===== config.mk =====
export PLATFORM = sky130hd
export DESIGN_NAME = mc_alu
export DESIGN_NICKNAME = d
export VERILOG_FILES = /design/src/rtl/mc_alu.sv
export SDC_FILE = /design/constraint.sdc
export NUM_CORES = 1
export LEC_CHECK = 0
export CORE_MARGIN = 3
export CORE_UTILIZATION = 55
export CTS_BUF_LIST = sky130_fd_sc_hd__clkbuf_16
export DETAILED_ROUTE_END_ITERATION = 6
export PLACE_DENSITY = 0.75
export SYNTH_ARGS = -nofsm -noshare
export SYNTH_HDL_FRONTEND = slang
export SYNTH_SLANG_ARGS = --single-unit

===== constraint.sdc =====
create_clock -name clk -period 12.5 [get_ports clk]
set_input_delay 3.75 -clock clk [delete_from_list [all_inputs] [get_ports clk]]
set_output_delay 3.75 -clock clk [all_outputs]
set_load 0.1 [all_outputs]

===== src/rtl/mc_alu.sv =====
// mc_alu -- clocked ALU for the multicycle MIPS datapath.
//
// Single-cycle operations (AND, OR, ADD, SUB, SLT, NOR) register their
// result on the accepting edge. MULTU runs as a shift-add loop and DIVU as a
// restoring divider. Each one retires one bit per cycle, and the final value
// is written to result/hi only on the last iteration.
//
// Optional feature macro: MC_ALU_DIV_EN. When it is defined, the divider is
// built. When it is undefined, DIVU decodes as an illegal opcode.
//
// Ports:
//   clk     in   rising-edge clock
//   reset   in   synchronous, active-high; aborts any operation
//   start   in   issue request, sampled only while busy=0
//   op      in   [OPW-1:0] opcode
//   a, b    in   [WIDTH-1:0] operands, latched on acceptance
//   result  out  [WIDTH-1:0] registered result (LO / quotient)
//   hi      out  [WIDTH-1:0] registered HI (product upper half / remainder)
//   zero    out  result == 0
//   busy    out  iterative operation in progress
//   done    out  one-cycle pulse when result/hi were updated
module mc_alu #(
    parameter int WIDTH = 32,
    parameter int OPW   = 4
) (
    input  logic             clk,
    input  logic             reset,
    input  logic             start,
    input  logic [OPW-1:0]   op,
    input  logic [WIDTH-1:0] a,
    input  logic [WIDTH-1:0] b,
    output logic [WIDTH-1:0] result,
    output logic [WIDTH-1:0] hi,
    output logic             zero,
    output logic             busy,
    output logic             done
);

    localparam int CNT_W = $clog2(WIDTH);

    localparam logic [3:0] OP_AND   = 4'b0000;
    localparam logic [3:0] OP_OR    = 4'b0001;
    localparam logic [3:0] OP_ADD   = 4'b0010;
    localparam logic [3:0] OP_SUB   = 4'b0110;
    localparam logic [3:0] OP_SLT   = 4'b0111;
    localparam logic [3:0] OP_NOR   = 4'b1100;
    localparam logic [3:0] OP_MULTU = 4'b1000;
`ifdef MC_ALU_DIV_EN
    localparam logic [3:0] OP_DIVU  = 4'b1001;
`endif

    typedef enum logic [1:0] {
        S_IDLE = 2'd0,
        S_MUL  = 2'd1,
        S_DIV  = 2'd2
    } state_t;

    state_t            state_q, state_d;
    logic [CNT_W-1:0]  cnt_q, cnt_d;
    logic [WIDTH-1:0]  result_q, result_d;
    logic [WIDTH-1:0]  hi_q, hi_d;
    logic              done_q, done_d;

    // Iteration working set. For MULTU, work_hi is the partial-product upper
    // half and work_lo holds the multiplier, shifting out LSB-first. For
    // DIVU, work_hi is the partial remainder and work_lo holds the dividend,
    // shifting out MSB-first while quotient bits shift in. opnd holds the
    // multiplicand or the divisor.
    logic [WIDTH-1:0]  work_hi_q, work_hi_d;
    logic [WIDTH-1:0]  work_lo_q, work_lo_d;
    logic [WIDTH-1:0]  opnd_q, opnd_d;

    logic [WIDTH:0]    mul_sum;
    logic [WIDTH-1:0]  mul_hi_nx, mul_lo_nx;
    logic              last_iter;

`ifdef MC_ALU_DIV_EN
    logic [WIDTH:0]    div_shift, div_trial;
    logic [WIDTH-1:0]  div_rem_nx, div_quo_nx;
`endif

    function automatic logic [WIDTH-1:0] alu_single(
        input logic [OPW-1:0]   opc,
        input logic [WIDTH-1:0] x,
        input logic [WIDTH-1:0] y
    );
        logic [WIDTH-1:0] r;
        case (opc)
            OP_AND:  r = x & y;
            OP_OR:   r = x | y;
            OP_ADD:  r = x + y;
            OP_SUB:  r = x - y;
            OP_SLT:  r = {{(WIDTH-1){1'b0}}, ($signed(x) < $signed(y))};
            OP_NOR:  r = ~(x | y);
            default: r = '0;   // illegal opcodes write zero
        endcase
        return r;
    endfunction

    always_comb begin
        // One shift-add step: add the multiplicand if the multiplier LSB is
        // set, then shift the {hi, lo} pair right by one bit.
        mul_sum   = {1'b0, work_hi_q} + (work_lo_q[0] ? {1'b0, opnd_q} : '0);
        mul_hi_nx = mul_sum[WIDTH:1];
        mul_lo_nx = {mul_sum[0], work_lo_q[WIDTH-1:1]};

`ifdef MC_ALU_DIV_EN
        // One restoring step: shift the next dividend bit into the remainder
        // and subtract the divisor. Keep the difference only if it is
        // non-negative. A zero divisor always subtracts, so the quotient
        // becomes all ones and the remainder ends up equal to the dividend.
        div_shift = {work_hi_q, work_lo_q[WIDTH-1]};
        div_trial = div_shift - {1'b0, opnd_q};
        if (!div_trial[WIDTH]) begin
            div_rem_nx = div_trial[WIDTH-1:0];
            div_quo_nx = {work_lo_q[WIDTH-2:0], 1'b1};
        end else begin
            div_rem_nx = div_shift[WIDTH-1:0];
            div_quo_nx = {work_lo_q[WIDTH-2:0], 1'b0};
        end
`endif

        last_iter = (cnt_q == CNT_W'(WIDTH - 1));

        state_d   = state_q;
        cnt_d     = cnt_q;
        result_d  = result_q;
        hi_d      = hi_q;
        done_d    = 1'b0;
        work_hi_d = work_hi_q;
        work_lo_d = work_lo_q;
        opnd_d    = opnd_q;

        case (state_q)
            S_IDLE: begin
                if (start) begin
                    case (op)
                        OP_MULTU: begin
                            state_d   = S_MUL;
                            cnt_d     = '0;
                            work_hi_d = '0;
                            work_lo_d = b;
                            opnd_d    = a;
                        end
`ifdef MC_ALU_DIV_EN
                        OP_DIVU: begin
                            state_d   = S_DIV;
                            cnt_d     = '0;
                            work_hi_d = '0;
                            work_lo_d = a;
                            opnd_d    = b;
                        end
`endif
                        default: begin
                            result_d = alu_single(op, a, b);
                            done_d   = 1'b1;
                        end
                    endcase
                end
            end
            S_MUL: begin
                work_hi_d = mul_hi_nx;
                work_lo_d = mul_lo_nx;
                cnt_d     = cnt_q + CNT_W'(1);
                if (last_iter) begin
                    state_d  = S_IDLE;
                    cnt_d    = '0;
                    result_d = mul_lo_nx;
                    hi_d     = mul_hi_nx;
                    done_d   = 1'b1;
                end
            end
`ifdef MC_ALU_DIV_EN
            S_DIV: begin
                work_hi_d = div_rem_nx;
                work_lo_d = div_quo_nx;
                cnt_d     = cnt_q + CNT_W'(1);
                if (last_iter) begin
                    state_d  = S_IDLE;
                    cnt_d    = '0;
                    result_d = div_quo_nx;
                    hi_d     = div_rem_nx;
                    done_d   = 1'b1;
                end
            end
`endif
            default: state_d = S_IDLE;
        endcase
    end

    always_ff @(posedge clk) begin
        if (reset) begin
            state_q  <= S_IDLE;
            cnt_q    <= '0;
            result_q <= '0;
            hi_q     <= '0;
            done_q   <= 1'b0;
        end else begin
            state_q  <= state_d;
            cnt_q    <= cnt_d;
            result_q <= result_d;
            hi_q     <= hi_d;
            done_q   <= done_d;
        end
    end

    // The working set is always loaded before use, so it needs no reset.
    always_ff @(posedge clk) begin
        work_hi_q <= work_hi_d;
        work_lo_q <= work_lo_d;
        opnd_q    <= opnd_d;
    end

    assign result = result_q;
    assign hi     = hi_q;
    assign zero   = (result_q == '0);
    assign busy   = (state_q != S_IDLE);
    assign done   = done_q;

endmodule


==> results of run 1 <==
-- registers in the layout, indices dropped and copies added (netlist names) --
name       cells
work_hi_q     32
opnd_q        32
work_lo_q     32
done           1
hi            32
result        32
state_q        1
cnt_q          5
-- synth_stat cells (4+ instances only) --
cell type	n	area (um^2)
nand2_1	155	582
a21oi_1	150	751
nor2_1	146	548
ha_1	142	1780
inv_1	107	402
edfxtp_1	96	2880
o21ai_0	87	435
dfxtp_1	71	1420
clkbuf_1	68	255
and2_1	64	400
xnor2_1	30	263
a21o_1	27	203
nand3_1	26	130
a221o_1	23	230
nor3_1	23	115
a31oi_1	22	138
a221oi_1	21	184
o21bai_1	19	143
o22ai_1	19	119
nor4_1	16	100
nand2b_1	14	87.6
nor2b_1	12	75.1
o21a_1	11	82.6
xor2_1	11	96.3
and3_1	10	62.6
nand4_1	10	62.6
o211ai_1	10	75.1
a211oi_1	8	60.1
buf_1	8	30.0
o221ai_1	8	70.1
o31ai_1	8	60.1
a211o_1	7	61.3
a22oi_1	7	52.6
mux2i_1	6	60.1
or3_1	6	37.5
o22a_1	5	43.8
o31a_1	5	43.8
nor4b_1	4	35.0
o21ai_1	4	20.0
-- metal layers --
metal	up-vias	global-route usage [%]	wire (um)
met4	0	8.75	874
met3	59	5.11	3420
li1	5696	-	-
met1	5633	41.1	17100
met2	567	48.0	17300
met5	-	0	0
-- per-stage QoR --
step	instance area, um^2	instances	setup slack (ns)	utilization (%)	total power, uW
final	14900	1946	5.42	65.6	1460
after global routing	14900	1946	5.25	65.6	1510
after CTS	14900	1945	5.48	65.6	1450
after detailed placement	14400	1913	5.07	63.3	963
after global placement	14400	1913	5.10	63.3	960
after floorplan	12800	1526	5.99	-	854
-- power by group through the flow --
stage	clock, uW	combinational [uW]	sequential, uW
5_1_grt	520	388	602
3_3_place_gp	0	347	613
2_1_floorplan	0	205	649
4_1_cts	499	353	601
6_report	493	361	601
3_5_place_dp	0	350	613
-- critical path, stage by stage --
cell             delay (ns)
clkdlybuf4s50_1        0.54
inv_1                  0.08
ha_1                   0.23
fa_1                   0.41
or3_1                  0.42
a31oi_4                0.22
a311oi_4               0.15
a211oi_2               0.38
o21ai_1                0.16
a31oi_1                0.29
mux2i_1                0.23
nor2_1                 0.05
a2111oi_0              0.37
a311oi_1               0.07
-- how the worst min path moves through the flow --
| stage | start | endpoint |
|---|---|---|
| after floorplan | cnt_q[4]$_SDFFE_PP0P_ | cnt_q[4]$_SDFFE_PP0P_ |
| after global placement | hi[9]$_SDFFE_PP0P_ | hi[9]$_SDFFE_PP0P_ |
| after detailed placement | hi[23]$_SDFFE_PP0P_ | hi[23]$_SDFFE_PP0P_ |
| after CTS | hi[23]$_SDFFE_PP0P_ | hi[23]$_SDFFE_PP0P_ |
| after global routing | hi[9]$_SDFFE_PP0P_ | hi[9]$_SDFFE_PP0P_ |
| final | hi[11]$_SDFFE_PP0P_ | hi[11]$_SDFFE_PP0P_ |
-- cell type report --
class / instances / area share, %
multi-input combinational: 1171 / 52.3
sequential: 167 / 28.8
timing repair buffer: 155 / 10.0
clock buffer: 17 / 2.85
inverter: 107 / 2.69
tap: 313 / 2.62
clock inverter: 15 / 0.678
antenna: 1 / 0.0167
-- cell families (layout without fill, tap and decap cells) --
logic type      after synthesis  count (layout)  synth area share, %
simple gates                495             495                 18.0
compound gates              483             483                 25.2
buf+inv                     188             294                 5.64
flops                       167             167                 33.5
fa+ha+maj                   145             145                 14.3
xor+xnor                     41              41                 2.80
mux                           7               7                0.556
other cells                   0               1                    0
==> summary by stage, run 1 <==
Outcome
The run finished with clean final reports.

Global routing
The via count of the first global-routing pass is 11400. The global-route wire length before repair is 60.8 mm. The residual overflow from global routing is 0. The initial antenna violation count was 1.

Across every metal layer, demand over resource in global routing totals 29.7%. The largest net degree at the start of global routing is 64.

Yosys
Counting every net in the synthesized netlist gives 1742. The number of enable-type register cells in the synthesized netlist is 96. The cell count after synthesis came out at 1526. The combined area of all synthesized cells is 12800 um^2.

The flip-flop and latch count after synthesis is 167. The prevailing post-synth register cell is edfxtp_1. The share of flip-flops with an asynchronous set or reset after synthesis is 0%. For this run, the number of Yosys warnings is 0.

Of the synthesized area, sequential elements account for 33.5%. The average cell area after synthesis is 8.41 um^2. Yosys mapped the design onto 77 distinct sky130hd cell types.

Power
Internal power comes to 973 uW. IR analysis of the VDD net gives a maximum drop of 0.0670 mV. In this run the power density over the cells is 97.3 nW/um^2. The combinational share of power is 24.8%. The part of the power in the clock network is 33.9%.

The static leakage is 0.00606 uW. The portion of total power attributed to sequential cells is 41.3%. Net switching is 33.1% of the power. The analysis attributes to net switching a power of 482 uW.

Critical path
The endpoint of the worst setup timing path is result[24]$_SDFFE_PP0P_. By startpoint and endpoint, the worst setup path is classified as primary input to flip-flop. The endpoint required time on the critical path is 12.80 ns. The reg-to-reg startpoint is work_lo_q[0]$_DFFE_PP_.

STA classifies the critical path startpoint as a primary input. The internal reg-to-reg setup slack is 8.43 ns. The worst setup path is captured at a flip-flop.

The cell count of the worst reg-to-reg path is 13. Tracing the worst setup path back leads to its startpoint at a[0]. In this run the worst path has a maximum fanout of 5. The endpoint identified for the worst register-to-register timing path is work_hi_q[30]$_SDFFCE_PN0P_. Data on the critical path arrives at its endpoint at 7.38 ns.

Clock tree
The number of clock buffers inserted by TritonCTS is 17. The number of H-tree levels is 4. The number of buffers inserted by hold repair at cts is 0.

The TritonCTS clock tree is built. The buffer type at the clock tree root is clkbuf_16. The count of clock tree sinks is 167. The maximum number of buffers from clock root to sink is 2. After clock tree synthesis, the setup repair step added 0 buffers. The clock reaches the later pin of the worst-skew pair after 0.43 ns. Clock-pin slew was measured on the worst setup and hold paths at 0.07 ns.

In this run, post-CTS repair resized a total of 0 instances.

Timing
Setup repair after global routing left no endpoint under its margin. Setup violations remaining at the end of the flow were counted as 0. The final max-slew violation count is 0. Based on the critical path, the design can be clocked at up to 0.141 GHz.

Setup total negative slack on the finished layout was measured at 0 ns. The transition time at the pin with the least slew margin is 1.11 ns. The clock period minus worst slack is 7.08 ns.

The final-layout worst hold slack is 0.452 ns. The final number of hold-violating endpoints is 0. The worst clock skew is 0.0163 ns. The final period utilization is 56.6%. The relative max-transition margin is 25.5%.

Drt
The routed via count divided by cell count is 6.14. Summed over all layers, the routed wires come to 38.7 mm. The count of unresolved DRC violations after routing is 0. In this run the remaining antenna-violating nets after routing total 0. The number of optimization iterations in the first detailed-route pass is 6.

The overall via count from detail_route is 12000. The detailed router finished its first iteration with 1264 violations. After detailed routing, the average wire length per cell comes to 19.9 um.

Worst hold path
The tightest min-delay check is of the flip-flop to flip-flop type. The worst hold path stage count is 2.

Final layout
The library cell used most frequently in the layout, excluding fill and tap cells, is nand2_1. Leaving out fill and tap cells, the most frequent cells in the layout are nand2_1, a21oi_1, nor2_1. Compared with the post-synthesis result, the final layout area differs by 16.5%. The area of the multi-input gates is 7820 um^2. Of the cells placed in the final design, the portion with a size suffix greater than 1 is 4.29%.

Across the whole layout, storage elements account for 4310 um^2. The number of inserted filler cells in the final layout is 1964. In the final design database the tool counted 1835 nets.

Floorplan
Row generation in the floorplan step produced 55 rows. Once the floorplan was initialized, standard cells occupied 56.3% of the core. The core footprint is 22800 um^2. The die is 159 um wide.

The overall die height is 159 um. The die area is 25200 um^2. 138 I/O pins were placed.

Place
Buffers placed on the I/O ports in this run total 137. The congestion estimate from routability-driven global placement came to 0.964. The detailed-placement wirelength estimate is 28.2 mm.

Run
The number of max-cap violations is 0.
(Power assumes the default switching activity.)
==> run 2: changes to the inputs <==
==> constraint.sdc (replaced) <==
create_clock -name clk -period 7.05 [get_ports clk]
set_input_delay 2.115 -clock clk [delete_from_list [all_inputs] [get_ports clk]]
set_output_delay 2.115 -clock clk [all_outputs]
set_load 0.1 [all_outputs]
==> summary by stage, run 2 (synthesis gave the netlist of run 1 again) <==
Final layout
The area taken by flip-flops and latches is 4310 um^2 (unchanged). The net total in the final layout is 1834 (was 1835). The area of the multi-input gates is 7820 um^2 (unchanged). Most frequent cells in the layout: nand2_1, a21oi_1, nor2_1 (unchanged). The relative area change from synthesis to final layout is 16.7% (was 16.5%). The number of inserted filler cells in the final layout is 1947 (was 1964). The commonest non-fill, non-tap cell in the layout is nand2_1 (unchanged). The final antenna diode count came to 0 (was 1).

The ratio of cells with drive above 1 in the final layout is 4.17% (was 4.29%).

Critical path
The largest fanout on the critical path came to 5 (unchanged). The critical path launch point type was a primary input (unchanged). The delay of the slowest cell on the worst path is 0.53 ns (was 0.54 ns). The buffer and inverter count on the worst path came to 2 (unchanged). The kind of cell adding the most delay to the critical path is compound AO/OA/AOI/OAI gates (unchanged). The cell with the largest stage delay on the worst path is clkdlybuf4s50_1 (unchanged). The endpoint required time on the critical path was 7.31 ns (was 12.80 ns). The endpoint type of the worst setup path is a flip-flop (unchanged). The signal arrival time at the worst endpoint was 5.73 ns (was 7.38 ns).

Crit path cell chain: clkdlybuf4s50_1 -> inv_1 -> ha_1 -> fa_1 -> or3_1 -> a31oi_4 -> a311oi_4 -> a211oi_2 -> o21ai_1 -> a21oi_1 -> o2bb2ai_1 -> o21a_1 -> a2111oi_2 -> o22ai_1 (was clkdlybuf4s50_1 -> inv_1 -> ha_1 -> fa_1 -> or3_1 -> a31oi_4 -> a311oi_4 -> a211oi_2 -> o21ai_1 -> a31oi_1 -> mux2i_1 -> nor2_1 -> a2111oi_0 -> a311oi_1). The category of the critical setup timing path was primary input to flip-flop (unchanged).

Timing
The setup TNS after final layout is 0 ns (unchanged). The clock period minus worst slack is 5.46 ns. The worst clock skew is 0.0164 ns (was 0.0163 ns).

The achievable frequency is 0.183 GHz. In the finished design, the share of the clock period the worst path needs comes to 77.5%. The final max-slew violation count is 0 (unchanged). The final setup slack of the worst path is 1.59 ns (was 5.42 ns). The final-layout worst hold slack came to 0.452 ns (about the same). The final number of hold-violating endpoints is 0 (unchanged). The relative max-transition margin is 23.0% (was 25.5%).

The final-report setup violation count is 0 (unchanged). Unrepaired setup endpoints after global routing: no (unchanged). The transition time at the pin with the least slew margin was 1.15 ns (was 1.11 ns).

Drt
The number of optimization iterations in the first detailed-route pass is 5 (was 6). The count of unresolved DRC violations after routing is 0 (unchanged). The total length of routed wires is 38.3 mm (was 38.7 mm).

The number of design-rule violations left by the first detailed-router iteration is 1289 (was 1264). The routed via count divided by cell count is 6.10 (was 6.14). The average wire per standard cell came to 19.7 um (was 19.9 um). The number of nets still failing antenna checks after routing is 0 (unchanged). The overall via count from detail_route is 11900 (was 12000).

Outcome
Result of the run: finished clean (unchanged).

Global routing
The largest net degree at the start of global routing is 64 (unchanged). The initial antenna violation count was 3 (was 1). The total track usage came to 29.3% (was 29.7%). The global-route wire length before repair came to 59.7 mm (was 60.8 mm).

The residual overflow from global routing came to 0 (unchanged). The via count of the first global-routing pass was 11100 (was 11400).

Clock tree
The buffer type at the clock tree root is clkbuf_16 (unchanged). The count of buffers added by post-CTS timing repair for setup came to 0 (unchanged). The number of gates resized after CTS is 0 (unchanged). The later-pin clock latency in the skew report is 0.44 ns (was 0.43 ns). The maximum number of buffers from clock root to sink is 2 (unchanged). The count of clock tree sinks is 167 (unchanged).

The TritonCTS clock tree was built (unchanged). The number of buffers inserted by hold repair at cts came to 0 (unchanged). The number of clock buffers inserted by TritonCTS is 17 (unchanged).

The number of H-tree levels is 4 (unchanged). The clock transition at the registers of the reported paths is 0.07 ns (about the same).

Floorplan
The starting density of the core is 56.3% (unchanged). The number of placed I/O pins is 138 (unchanged). The standard-cell row count is 55 (unchanged). The chip width was 159 um (unchanged). The overall die height is 159 um (unchanged). The die area came to 25200 um^2 (unchanged). The core footprint came to 22800 um^2 (unchanged).

Power
The switching share of total power was 33.0% (was 33.1%). The combinational share of power came to 24.4% (was 24.8%). The static leakage was 0.00606 uW (about the same).

The internal power summed over all cells is 1750 uW (was 973 uW). The net switching power of the design came to 861 uW (was 482 uW). The part of the power in the clock network was 34.7% (was 33.9%). The total power density per cell area is 174 nW/um^2 (was 97.3 nW/um^2). The peak ir drop on the vdd network is 0.117 mV (was 0.0670 mV).

The portion of total power attributed to sequential cells is 40.9% (was 41.3%).

Place
The detailed-placement wirelength estimate is 27.8 mm (was 28.2 mm). The number of I/O port buffers came to 137 (unchanged). The global placer's final weighted congestion was 0.965 (was 0.964).

The worst setup timing slack at the placement stage is 1.25 ns (was 5.07 ns).

Run
The number of max-cap violations was 0 (unchanged).

Worst hold path
The kind of path behind the tightest hold check is flip-flop to flip-flop (unchanged).
## run 2: changes by cell type in the layout (fill, tap and decap cells not counted), sizes merged
cell | before | now
buf | 19 | 18
clkbuf | 17 | 18
clkinv | 5 | 6
clkinvlp | 1 | 0
diode | 1 | 0
inv | 116 | 115
## run 2: final cells by class
type / count / area share (%)
multi-input combinational: 1171 / 52.2
sequential: 167 / 28.8
timing repair buffer: 154 / 10.1
clock buffer: 18 / 3.01
inverter: 107 / 2.68
tap: 313 / 2.62
clock inverter: 14 / 0.635
## run 2: path summary, 6_finish.rpt
kind,slack [ns],cells past startpoint,startpoint,end
worst max-delay path,1.59,14,a[0],result[0]$_SDFFE_PP0P_
worst min-delay path,0.45,2,hi[24]$_SDFFE_PP0P_,hi[24]$_SDFFE_PP0P_
worst max register to register,3.00,13,work_lo_q[0]$_DFFE_PP_,work_hi_q[30]$_SDFFCE_PN0P_
worst min register to register,0.45,2,hi[24]$_SDFFE_PP0P_,hi[24]$_SDFFE_PP0P_
## run 2: power groups by stage
stage	sequential [uW]	combinational, uW	clock (uW)
floorplan	1150	363	0
global placement	1090	614	0
detailed placement	1090	620	0
CTS	1070	624	914
global route	1070	685	954
finish	1070	637	906
## run 2: metal layers
metal / GRT usage [%] / part of all wire [%] / wire length, um
met2: 46.6 / 45 / 17200
met5: 0 / 0.057 / 22
met1: 40.6 / 44 / 16800
met3: 5.58 / 8.8 / 3350
met4: 9.15 / 2.4 / 932
## run 2: tightest hold or removal path: stages, from the launching register on
cell	delay, ns
dfxtp_1	0.31
nand2_1	0.05
a21oi_1	0.05
## run 2: stage by stage
stage               instance area, um^2  instances  utilization [%]  total power, uW
finish                            15000       1944             65.7             2610
detailed placement                14400       1912             63.3             1710
global placement                  14400       1912             63.3             1700
floorplan                         12800       1526                -             1510
CTS                               15000       1944             65.7             2600
global route                      15000       1944             65.7             2710
